**src/rtl/demux_1to4_stream.sv**
```systemverilog
// demux_1to4_stream: routes one valid/ready stream to four channels selected per beat by in_sel.
// Latency: 1 cycle. A beat pushed at edge N appears on its channel head from edge N onward.
// Backpressure: in_ready drops only when the selected channel FIFO is full. A stalled consumer blocks only its own channel.
//
// Ports:
//   clk, rst             single clock, asynchronous active-high reset
//   in_data/in_sel       input beat and its destination channel (0..3)
//   in_valid/in_ready    input handshake; in_ready = !full[in_sel]
//   data_out_0..3        channel FIFO heads, forced to zero while the channel is empty
//   out_valid/out_ready  per-channel output handshake, bit k = channel k
//   xfer_cnt             per-channel push counters, channel k at [k*CNT_W +: CNT_W]
//                        (present only when the DEMUX_COUNT_EN macro is defined)
// Parameters: WIDTH (data width), DEPTH (entries per channel, power of two >= 2),
//             CNT_W (counter width, used only with DEMUX_COUNT_EN)

module demux_1to4_stream #(
   parameter int WIDTH = 4,
   parameter int DEPTH = 2,
   parameter int CNT_W = 8
) (
   input  logic               clk,
   input  logic               rst,
   input  logic [WIDTH-1:0]   in_data,
   input  logic [1:0]         in_sel,
   input  logic               in_valid,
   output logic               in_ready,
   output logic [WIDTH-1:0]   data_out_0,
   output logic [WIDTH-1:0]   data_out_1,
   output logic [WIDTH-1:0]   data_out_2,
   output logic [WIDTH-1:0]   data_out_3,
   output logic [3:0]         out_valid,
   input  logic [3:0]         out_ready
`ifdef DEMUX_COUNT_EN
   ,
   output logic [4*CNT_W-1:0] xfer_cnt
`endif
);

   localparam int PTR_W = (DEPTH > 1) ? $clog2(DEPTH) : 1;
   localparam int OCC_W = PTR_W + 1;

   // Channel storage. It is not reset because heads are masked to zero while empty.
   logic [WIDTH-1:0] mem_q [4][DEPTH];

   logic [PTR_W-1:0] wr_ptr_q [4];
   logic [PTR_W-1:0] wr_ptr_d [4];
   logic [PTR_W-1:0] rd_ptr_q [4];
   logic [PTR_W-1:0] rd_ptr_d [4];
   logic [OCC_W-1:0] occ_q    [4];
   logic [OCC_W-1:0] occ_d    [4];

   logic [3:0]       full;
   logic [3:0]       push;
   logic [3:0]       pop;
   logic [WIDTH-1:0] head     [4];

   // Handshake decode. Fullness comes from the registered occupancy only, so a
   // pop in the same cycle never frees room for the incoming beat.
   always_comb begin
      full      = '0;
      out_valid = '0;
      push      = '0;
      pop       = '0;
      for (int k = 0; k < 4; k++) begin
         full[k]      = (occ_q[k] == OCC_W'(DEPTH));
         out_valid[k] = (occ_q[k] != '0);
      end
      in_ready = !full[in_sel];
      for (int k = 0; k < 4; k++) begin
         push[k] = in_valid && in_ready && (in_sel == 2'(k));
         pop[k]  = out_valid[k] && out_ready[k];
      end
   end

   // Next-state pointers and occupancy. Pointers wrap naturally because DEPTH
   // is a power of two.
   always_comb begin
      for (int k = 0; k < 4; k++) begin
         wr_ptr_d[k] = wr_ptr_q[k];
         rd_ptr_d[k] = rd_ptr_q[k];
         occ_d[k]    = occ_q[k];
         if (push[k]) begin
            wr_ptr_d[k] = wr_ptr_q[k] + PTR_W'(1);
         end
         if (pop[k]) begin
            rd_ptr_d[k] = rd_ptr_q[k] + PTR_W'(1);
         end
         // A simultaneous push and pop leaves the occupancy unchanged.
         case ({push[k], pop[k]})
            2'b10:   occ_d[k] = occ_q[k] + OCC_W'(1);
            2'b01:   occ_d[k] = occ_q[k] - OCC_W'(1);
            default: occ_d[k] = occ_q[k];
         endcase
      end
   end

   always_ff @(posedge clk or posedge rst) begin
      if (rst) begin
         for (int k = 0; k < 4; k++) begin
            wr_ptr_q[k] <= '0;
            rd_ptr_q[k] <= '0;
            occ_q[k]    <= '0;
         end
      end else begin
         for (int k = 0; k < 4; k++) begin
            wr_ptr_q[k] <= wr_ptr_d[k];
            rd_ptr_q[k] <= rd_ptr_d[k];
            occ_q[k]    <= occ_d[k];
         end
      end
   end

   always_ff @(posedge clk) begin
      for (int k = 0; k < 4; k++) begin
         if (push[k]) begin
            mem_q[k][wr_ptr_q[k]] <= in_data;
         end
      end
   end

   always_comb begin
      for (int k = 0; k < 4; k++) begin
         head[k] = out_valid[k] ? mem_q[k][rd_ptr_q[k]] : '0;
      end
   end

   assign data_out_0 = head[0];
   assign data_out_1 = head[1];
   assign data_out_2 = head[2];
   assign data_out_3 = head[3];

`ifdef DEMUX_COUNT_EN
   logic [CNT_W-1:0] xfer_q [4];

   // Counters wrap from all-ones back to zero.
   always_ff @(posedge clk or posedge rst) begin
      if (rst) begin
         for (int k = 0; k < 4; k++) begin
            xfer_q[k] <= '0;
         end
      end else begin
         for (int k = 0; k < 4; k++) begin
            if (push[k]) begin
               xfer_q[k] <= xfer_q[k] + CNT_W'(1);
            end
         end
      end
   end

   always_comb begin
      xfer_cnt = '0;
      for (int k = 0; k < 4; k++) begin
         xfer_cnt[k*CNT_W +: CNT_W] = xfer_q[k];
      end
   end
`endif

endmodule

```
**config.mk**
```make
export PLATFORM = sky130hd
export DESIGN_NAME = demux_1to4_stream
export DESIGN_NICKNAME = d
export VERILOG_FILES = /design/src/rtl/demux_1to4_stream.sv
export SDC_FILE = /design/constraint.sdc
export NUM_CORES = 1
export LEC_CHECK = 0
export ABC_CLOCK_PERIOD_IN_PS = 3590
export BUFFER_PORTS_ARGS = -buffer_cell sky130_fd_sc_hd__buf_2
export CELL_PAD_IN_SITES_DETAIL_PLACEMENT = 1
export CELL_PAD_IN_SITES_GLOBAL_PLACEMENT = 1
export CORE_MARGIN = 2
export CORE_UTILIZATION = 51
export CTS_BUF_LIST = sky130_fd_sc_hd__clkbuf_8
export DETAILED_ROUTE_END_ITERATION = 6
export PLACE_DENSITY_LB_ADDON = 0.25
export SLEW_MARGIN = 30
export SYNTH_ARGS = -nofsm -noshare
export SYNTH_HDL_FRONTEND = slang
export SYNTH_SLANG_ARGS = --single-unit
```
**constraint.sdc**
```tcl
create_clock -name clk -period 3.59 [get_ports clk]
set_input_delay 0.5385 -clock clk [delete_from_list [all_inputs] [get_ports clk]]
set_output_delay 0.5385 -clock clk [all_outputs]
set_load 0.02 [all_outputs]
```
Yosys cells after proc, flatten, opt, wreduce, memory -nomap -nowiden
Memories as Yosys holds them, arrays and structs flattened.
Index checks and enable logic that the tools add are counted.

word-level totals
  flip-flop bits (word level) = 16
  input bits = 13
  memory bits (writable) = 32
  output and inout bits = 21
  memories = 1

operators by class
  $lt $le $gt $ge = 13
  add/sub/neg operators = 16
  equality and inequality tests = 15
  bitwise logic cells = 8
  reduce and logical (&&, ||, !) cells = 26
  multiplexer cells = 47

memories
  name   words  bits a word  rd ports  clocked after memory_dff  write ports  RTL line  RTL
  mem_q  4      8            4         0                         1            43        logic [WIDTH-1:0] mem_q [4][DEPTH];

operators with widths
  operator               count
  $mux W4                20
  $mux W8                10
  $reduce_or A8 Y1       3
  $eq A2 B2 Y1 const B   10
  $demux W4 S1           4
  $ge A2 B2 Y1 const B   8
  $not A1 Y2             8
  $pmux W2 S2            4
  $reduce_bool A2 Y1     8
  $logic_and A1 B1 Y1    13
  $eq A2 B1 Y1 const B   5
  $add A1 B1 Y1 const B  8
  $add A2 B1 Y2 const B  4
  $lt A2 B1 Y1 const B   4
  $sub A2 B1 Y2 const B  4
  $mux W2                3
  $mux W1                5
  $lt A2 B3 Y1 const B   1
  $bmux W1 S2            1
  $logic_not A2 Y1       1
  $logic_not A1 Y1       1

Depth between registers and ports, before layout
Gate-level depths: netlist of run 1.

  depth in word-level cells = 12
  gate-level depth with buffers = 6
  mapped depth without buffers = 6

Worst setup path after synthesis of run 1
Ideal clock, no wire load.

  path kind = register to output
  start = register occ_q[0] in the netlist's numbering
  end = output in_ready
  required time = 3052 ps
  arrival time = 1087 ps
  setup slack = 1965 ps
  path buffers = 0
  stages on the path, launching flop included = 3
  cell sequence = dfrtp_1 -> nand2b_1 -> mux4_2

between the ends
  cells in the longest elaborated chain, start to end = 4

ends and longest elaborated chain
  what                              RTL line  RTL
  start: declaration                49        logic [OCC_W-1:0] occ_q [4];
  start signal: indexed assignment  108       occ_q[k] <= occ_d[k];
  $eq A2 B2 Y1                      65        full[k] = (occ_q[k] == OCC_W'(DEPTH));
  $bmux W1 S2                       68        in_ready = !full[in_sel];
  $mux W1 (not written as such)     68
  $logic_not A1 Y1                  68
  end: declaration                  26        output logic in_ready,

Every way passes these cells. The select of a mux whose other input is x is not followed.

Worst setup path after layout of run 1
  start = register occ_q[4] in the netlist's numbering
  end = output in_ready

The elaborated chain is that of the path after synthesis.

==> impl_metrics.tcl, run 1 <==
set metrics [dict create \
    status "finished, final reports clean" \
    synth_xor_area_frac 0.0851 \
    crit_required_ps 3050 \
    synth_mux_area_frac 0.0888 \
    drc_errors 0 \
    final_area_sq_um 2370 \
    cts_hold_buffers 0 \
    routed_wl_mm 3.91 \
    maxCapViolCount 0 \
    cts_tree "yes" \
    holdWs_ps 324 \
    dieArea_sq_um 4560 \
    grt_pass1_vias 1303 \
    antenna_found_initial 0 \
    fp.dieH_um 67.5 \
    final-setup-viol-count 0 \
    final_common_cell "buf_2" \
    grt_first_pass_wirelength_mm 6.40 \
    cp_max_fo 4 \
    numCtsBuffers 5 \
    clkTransAtPathRegs_ps 90 \
    tns_ps 0 \
    areaGrowthSynthToFinish_pct 15.3 \
    yosysWarnings 0 \
    mostFrequentLayoutCells "buf_2 (33), edfxtp_1 (32), nor2_1 (31)" \
    rr_startpoint "occ_q[4]" \
    p_leak_nw 1.01 \
    min_path_type "primary input to async pin" \
    grt_usage 0.201 \
    area.sequential_sq_um 1360 \
    max_slew_margin 0.558 \
    syn_area_sq_um 2060 \
    ant_nets 0 \
    worst_pin_slew_ps 663 \
    dr.pass1.iters 4 \
    power_mw 1.99 \
    crit_chain "nand2b_1 > mux4_2 > buf_2" \
    worst_setup_path_start_kind "flip-flop" \
    drive_gt1_frac 0.262 \
    rsz0062_at_grt "false" \
    chipWidth_um 67.5 \
    nets 199 \
    diodes 0 \
    irDropWorstVdd_mv 0.393 \
    root_buffer "clkbuf_8" \
    port_buffers 33 \
    place_congestion 0.664 \
    vias 1185 \
    core-area_sq_um 3940 \
    synthCells 146 \
    max_freq_mhz 476 \
    gr-total-overflow 0 \
    cpMaxStageDelayCell "mux4_2" \
    ctsHtreeMaxLevel 2 \
    rrSetupSlack_ps 1880 \
    dpl.hpwl_mm 2.98 \
    post-route-period-util 0.586 \
    yosysSeqAreaShare 0.661 \
    nFillCells 393 \
    placed_area_sq_um 2270 \
    initial_core_util 0.522 \
    grt_max_degree 17 \
    clock_path_buffers 2 \
    synth-adder-area-share 0.0243 \
    synth_top_area_frac 0.467 \
    synth_area_leaders "edfxtp_1 (47%), dfrtp_1 (19%), mux2i_1 (7.8%), nor2_1 (5.7%), xnor2_1 (5.1%)" \
    ioPinCount 34 \
    vias_per_cell 5.09 \
    finalClockSkew_ps 9.68 \
    clkSinkCount 48 \
    timing.rr.end "occ_q[5]" \
    clock_latency_ps 300 \
    crit_buf_inv 1 \
    rows 23 \
    synth_compound_area_frac 0 \
    crit_family "multiplexers" \
    drv_slew 0 \
    synth.largest_area_cell "edfxtp_1" \
    cp-end-kind "primary output" \
    syn_area_per_cell_sq_um 14.1 \
    postCtsSetupBuffers 0 \
    cp.arrival_ps 1560 \
    synth-seq-cells 48 \
    synth-simple-area-share 0.116 \
    post_cts_resized 0 \
    drtIter0Drc 29 \
    synth_nets 163 \
    crit_type "flip-flop to primary output" \
    reg2reg_depth 6 \
    cpPeakStageDelay_ps 450 \
    min_period_ps 2100 \
    synth_top_family_by_area "simple AND/OR/NAND/NOR gates" \
    power_density_nw_per_um2 837 \
    final_hold_viol_count 0 \
    post_drt_wl_per_cell_um 16.8 \
    multiInputGateArea_sq_um 647 \
    synth_cell_types 19 \
]
## sequential cells by signal, summed over array words and instances, names as in the netlist
| name | count |
|---|---|
| wr_ptr_q | 4 |
| occ_q | 8 |
| mem_q | 32 |
| rd_ptr_q | 4 |
## report_power, final
part	internal [mW]	switching, mW
clock network	0.204	0.168
registers	0.716	0.146
logic	0.323	0.430
## cells in the mapped netlist
master / n
inv_1: 8
nor3b_1: 1
xor2_1: 8
buf_2: 4
nand4b_1: 1
nor2b_2: 4
and3_1: 1
edfxtp_1: 32
mux2i_1: 16
xnor2_1: 12
nand4b_2: 1
nand4_1: 1
dfrtp_1: 16
mux4_2: 1
nor2_1: 31
nand2b_1: 2
nand2_1: 1
nand2b_4: 2
ha_1: 4
## worst max path at each step
| stage | from | endpoint | slack, ps | depth (start not counted) |
|---|---|---|---|---|
| 2_1_floorplan | occ_q[0] | in_ready | 1960 | 2 |
| 3_3_place_gp | in_sel[0] | in_ready | 1740 | 3 |
| 3_5_place_dp | in_sel[0] | in_ready | 1720 | 3 |
| 4_1_cts | occ_q[4] | in_ready | 1480 | 3 |
| 5_1_grt | occ_q[4] | in_ready | 1410 | 3 |
| 6_report | occ_q[4] | in_ready | 1490 | 3 |
## stage by stage
step,setup slack [ps],util,cells
after floorplan,1960,-,146
after global placement,1740,0.575,225
after detailed placement,1720,0.575,225
after CTS,1480,0.602,233
after global routing,1410,0.602,233
final,1490,0.602,233
## cells by family (layout without fill, tap and decap cells)
family	Yosys count	after routing
xor gates and xnor gates	20	20
adders and majority gates	4	4
buffers and inverters	12	49
DFF	48	48
muxes	17	17
and+or+nand+nor	45	45
## area by class of cell
type / instances / area share
clock buffer: 5 / 0.0290
clock inverter: 3 / 0.0163
inverter: 8 / 0.0127
multi-input combinational: 86 / 0.273
sequential: 48 / 0.574
tap: 50 / 0.0264
timing repair buffer: 33 / 0.0696
## routing by layer
layer,track usage,share of wire,vias up
li1,-,-,562
met1,0.227,0.38,594
met2,0.371,0.57,25
met3,0.0600,0.037,4
met4,0.0459,0.0069,0
met5,0,0,-
(Power assumes the default switching activity.)
==> run 2, diff against run 1 <==
Settings changed: ABC_CLOCK_PERIOD_IN_PS 3590 to 2000, CORE_UTILIZATION 51 to 47.
Clock period 3.59 ns to 2 ns, I/O delays scaled along.
==> run 2 against run 1 <==
Compared with the run above: register-to-register slack got worse by 1500 ps; cell count is 1.7% higher; sequential power increased by 79%; global-route usage is 2.1 points lower.
==> impl_metrics.tcl, run 2 (same netlist as run 1, synthesis figures left out) <==
set metrics [dict create \
    status "finished, final reports clean" \
    post_cts_resized 0 \
    postCtsSetupBuffers 0 \
    ioPinCount 34 \
    power_density_nw_per_um2 1510 \
    crit_type "flip-flop to primary output" \
    final-setup-viol-count 0 \
    grt_usage 0.180 \
    rsz0062_at_grt "false" \
    clock_path_buffers 2 \
    post-route-period-util 0.938 \
    cts_tree "yes" \
    antenna_found_initial 0 \
    clock_latency_ps 310 \
    nets 201 \
    dpl.hpwl_mm 2.82 \
    drtIter0Drc 22 \
    rrSetupSlack_ps 420 \
    final_core_util 0.560 \
    fin_ws_ps 124 \
    p_switching_mw 1.34 \
    root_buffer "clkbuf_8" \
    min_path_type "primary input to async pin" \
    max_slew_margin 0.540 \
    final_common_cell "buf_2" \
    mostFrequentLayoutCells "buf_2 (33), edfxtp_1 (32), nor2_1 (31)" \
    port_buffers 33 \
    grt_max_degree 17 \
    power.share.clock 0.201 \
    ant_nets 0 \
    grt_pass1_vias 1311 \
    clkSinkCount 48 \
    final_hold_viol_count 0 \
    ctsHtreeMaxLevel 2 \
    cts_hold_buffers 0 \
    vias_per_cell 4.93 \
    drive_gt1_frac 0.276 \
    cp.arrival_ps 1580 \
    initial_core_util 0.479 \
    tns_ps 0 \
    diodes 0 \
    maxCapViolCount 0 \
    drv_slew 0 \
    p_int_mw 2.30 \
    crit_required_ps 1700 \
    place_ws_ps 395 \
    irDropWorstVdd_mv 0.724 \
    post_drt_wl_per_cell_um 16.4 \
    grt_first_pass_wirelength_mm 6.51 \
    switching_share 0.369 \
    max_freq_mhz 533 \
    vias 1168 \
    p_leak_nw 1.02 \
    dieArea_sq_um 4920 \
    place_congestion 0.766 \
    areaGrowthSynthToFinish_pct 16.8 \
    rows 24 \
    worst_pin_slew_ps 689 \
    reg2reg_depth 6 \
    min_period_ps 1880 \
    finalClockSkew_ps 6.99 \
    routed_wl_mm 3.89 \
    gr-total-overflow 0 \
    rr_startpoint "occ_q[4]" \
    holdWs_ps 82.0 \
    timing.rr.end "occ_q[5]" \
    p_comb_frac 0.374 \
    worst_setup_path_start_kind "flip-flop" \
    largest_reg_flops 32 \
    seq_power_share 0.424 \
    clkTransAtPathRegs_ps 90 \
    chipWidth_um 70.2 \
    cp_max_fo 4 \
    core-area_sq_um 4290 \
    cp-end-kind "primary output" \
    dr.pass1.iters 5 \
    numCtsBuffers 5 \
    drc_errors 0 \
    fp.dieH_um 70.2 \
]
## run 2: changes by cell type in the layout (fill, tap and decap cells not counted)
cell | before | now
inv_1 | 9 | 8
clkbuf_8 | 5 | 6
clkinv_2 | 1 | 0
buf_4 | 0 | 2
clkinv_4 | 0 | 1
## run 2: worst max-delay path: stages, from the launching register on
cell and delay, ps:
dfrtp_1 430, nand2b_1 190, mux4_2 470, buf_2 180
## run 2: cell type report
type	instances	area [sq um]
Multi-Input combinational cell	86	647
Timing Repair Buffer	35	180
Inverter	8	30.0
Fill cell	421	1890
Clock inverter	2	38.8
Clock buffer	6	82.6
Tap cell	52	65.1
Sequential cell	48	1360
## run 2: worst max path at each step
| stage | from | endpoint | slack, ps |
|---|---|---|---|
| 2_1_floorplan | occ_q[2] | occ_q[3] | 570 |
| 3_3_place_gp | occ_q[4] | in_ready | 470 |
| 3_5_place_dp | in_sel[0] | occ_q[7] | 400 |
| 4_1_cts | occ_q[4] | in_ready | 120 |
| 5_1_grt | occ_q[4] | in_ready | 60 |
| 6_report | occ_q[4] | in_ready | 120 |
## run 2: through the flow
stage                     total power [mW]  cells  instance area (sq um)
after floorplan                       2.53    146                   2060
after global placement                2.86    229                   2280
after detailed placement              2.94    229                   2280
after CTS                             3.69    237                   2400
after global routing                  3.87    237                   2400
final                                 3.64    237                   2400
## run 2: power groups by stage
stage | sequential [mW] | combinational (mW) | clock (mW)
2_1_floorplan | 1.44 | 1.10 | 0
3_3_place_gp | 1.54 | 1.31 | 0
3_5_place_dp | 1.57 | 1.38 | 0
4_1_cts | 1.55 | 1.39 | 0.747
5_1_grt | 1.58 | 1.49 | 0.793
6_report | 1.54 | 1.36 | 0.733
## run 2: metal layers
layer / vias up / share of wire / global-route usage
li1: 565 / - / -
met1: 574 / 0.43 / 0.205
met2: 24 / 0.51 / 0.314
met3: 5 / 0.046 / 0.0635
met4: 0 / 0.015 / 0.0641
met5: - / 0 / 0
==> run 3, diff against run 2 <==
Settings changed: CORE_ASPECT_RATIO set to 1.1.
==> run 3 against run 2 <==
Compared with the run above: non-clock buffer count did not move; clock power fell by 20%; clock skew rose by 2.3 ps; clock-buffer cell count did not move; final area fell by 1.1%; combinational power barely moved; global-route usage fell by 0.13 points; largest cell class unchanged; routed wire length fell by 1.5%; via count rose by 2.3%; die area barely moved; fmax rose by 1.6%.
==> impl_metrics.tcl, run 3 (same netlist as run 1, synthesis figures left out) <==
set metrics [dict create \
    status "finished, final reports clean" \
    final_hold_viol_count 0 \
    drc_errors 0 \
    core-area_sq_um 4250 \
    clock_latency_ps 300 \
    grt_first_pass_wirelength_mm 6.21 \
    p_leak_nw 1.01 \
    crit_type "flip-flop to primary output" \
    maxCapViolCount 0 \
    mostFrequentLayoutCells "buf_2 (33), edfxtp_1 (32), nor2_1 (31)" \
    rsz0062_at_grt "false" \
    cp-end-kind "primary output" \
    area.sequential_sq_um 1360 \
    ioPinCount 34 \
    routed_wl_mm 3.83 \
    crit_end "in_ready" \
    power.share.clock 0.167 \
    initial_core_util 0.484 \
    worst_pin_slew_ps 665 \
    dr.pass1.iters 4 \
    power_density_nw_per_um2 1480 \
    switching_share 0.383 \
    antenna_found_initial 0 \
    drv_slew 0 \
    ctsHtreeMaxLevel 2 \
    post-route-period-util 0.923 \
    chipWidth_um 67.1 \
    drive_gt1_frac 0.276 \
    place_congestion 0.697 \
    dpl.cell_count 231 \
    postCtsSetupBuffers 0 \
    nets 201 \
    clock_path_buffers 2 \
    multiInputGateArea_sq_um 647 \
    clkTransAtPathRegs_ps 90 \
    cpMaxStageDelayCell "mux4_2" \
    cp_max_fo 4 \
    finalClockSkew_ps 9.30 \
    post_drt_wl_per_cell_um 16.0 \
    post_cts_resized 0 \
    drtIter0Drc 11 \
    dpl.hpwl_mm 2.96 \
    seq_power_share 0.440 \
    tns_ps 0 \
    cpPeakStageDelay_ps 470 \
    cp.arrival_ps 1550 \
    port_buffers 33 \
    max_freq_mhz 542 \
    fp.dieH_um 73.4 \
    p_comb_frac 0.393 \
    irDropWorstVdd_mv 0.664 \
    grt_max_degree 17 \
    crit_required_ps 1700 \
    max_slew_margin 0.556 \
    grt_pass1_vias 1273 \
    rows 25 \
    cts_hold_buffers 0 \
    root_buffer "clkbuf_8" \
    timing.rr.end "occ_q[1]" \
    reg2reg_depth 5 \
    worstSetupStartpoint "occ_q[0]" \
    p_int_mw 2.17 \
    crit_chain "nand2b_1 > mux4_2 > buf_2" \
    dieArea_sq_um 4930 \
    worst_setup_path_start_kind "flip-flop" \
    ant_nets 0 \
    rr_startpoint "occ_q[0]" \
    areaGrowthSynthToFinish_pct 15.6 \
    final-setup-viol-count 0 \
    largest_reg_flops 32 \
    cts_tree "yes" \
    grt_usage 0.179 \
    instances_no_fill 239 \
    vias_per_cell 5.00 \
    rrSetupSlack_ps 340 \
    p_switching_mw 1.35 \
    final_common_cell "buf_2" \
    min_path_type "primary input to async pin" \
    min_period_ps 1850 \
    clkSinkCount 48 \
    numCtsBuffers 5 \
    diodes 0 \
    gr-total-overflow 0 \
    nFillCells 454 \
    vias 1195 \
]
## run 3: cell count changes in the layout (fill, tap and decap cells not counted)
cell	delta
bufinv_16	-1
clkinv_2	+2
clkinv_4	-1
## run 3: worst min path at each step
| stage | start | endpoint | slack, ps | depth (start not counted) |
|---|---|---|---|---|
| 4_1_cts | rst | rd_ptr_q[3] | 120 | 2 |
| 6_report | rst | rd_ptr_q[0] | 80 | 2 |
| 3_3_place_gp | rst | occ_q[6] | 430 | 2 |
| 3_5_place_dp | rst | rd_ptr_q[3] | 450 | 2 |
| 5_1_grt | rst | rd_ptr_q[3] | 140 | 2 |
| 2_1_floorplan | rst | occ_q[0] | 210 | 1 |
## run 3: stage by stage
step            util  instance area [sq um]  hold slack (ps)  power (mW)  setup WS [ps]
2_1_floorplan      -                   2060              214        2.53            573
3_3_place_gp   0.537                   2290              435        2.86            445
3_5_place_dp   0.537                   2290              449        2.97            348
4_1_cts        0.559                   2380              118        3.56            126
5_1_grt        0.559                   2380              142        3.74           90.2
6_report       0.559                   2380             81.9        3.51            154
## run 3: power groups by stage
stage | Sequential (mW) | Combinational (mW) | Clock [mW]
2_1_floorplan | 1.44 | 1.10 | 0
3_3_place_gp | 1.54 | 1.32 | 0
3_5_place_dp | 1.57 | 1.39 | 0
4_1_cts | 1.55 | 1.41 | 0.598
5_1_grt | 1.58 | 1.52 | 0.635
6_report | 1.54 | 1.38 | 0.586
## run 3: critical path, delay by kind of cell, from the launching register on
kind / cells / cell delay, ps
buffers and inverters: 1 / 170
multiplexers: 1 / 470
flip-flops: 1 / 420
AND/OR/NAND/NOR: 1 / 190
## run 3: final cells by class
cell class / count / share of cell area
multi-input combinational: 86 / 0.272
clock inverter: 2 / 0.00421
sequential: 48 / 0.572
tap: 54 / 0.0284
timing repair buffer: 35 / 0.0757
inverter: 8 / 0.0126
clock buffer: 6 / 0.0347
## run 3: per-layer routing
layer / global-route usage / share of wire / up-vias / wire [um]
met5: 0 / 0 / - / 0
met4: 0.0680 / 0.014 / 0 / 53
met3: 0.0291 / 0.027 / 5 / 104
met2: 0.337 / 0.57 / 21 / 2200
met1: 0.200 / 0.39 / 604 / 1480
li1: - / - / 565 / -
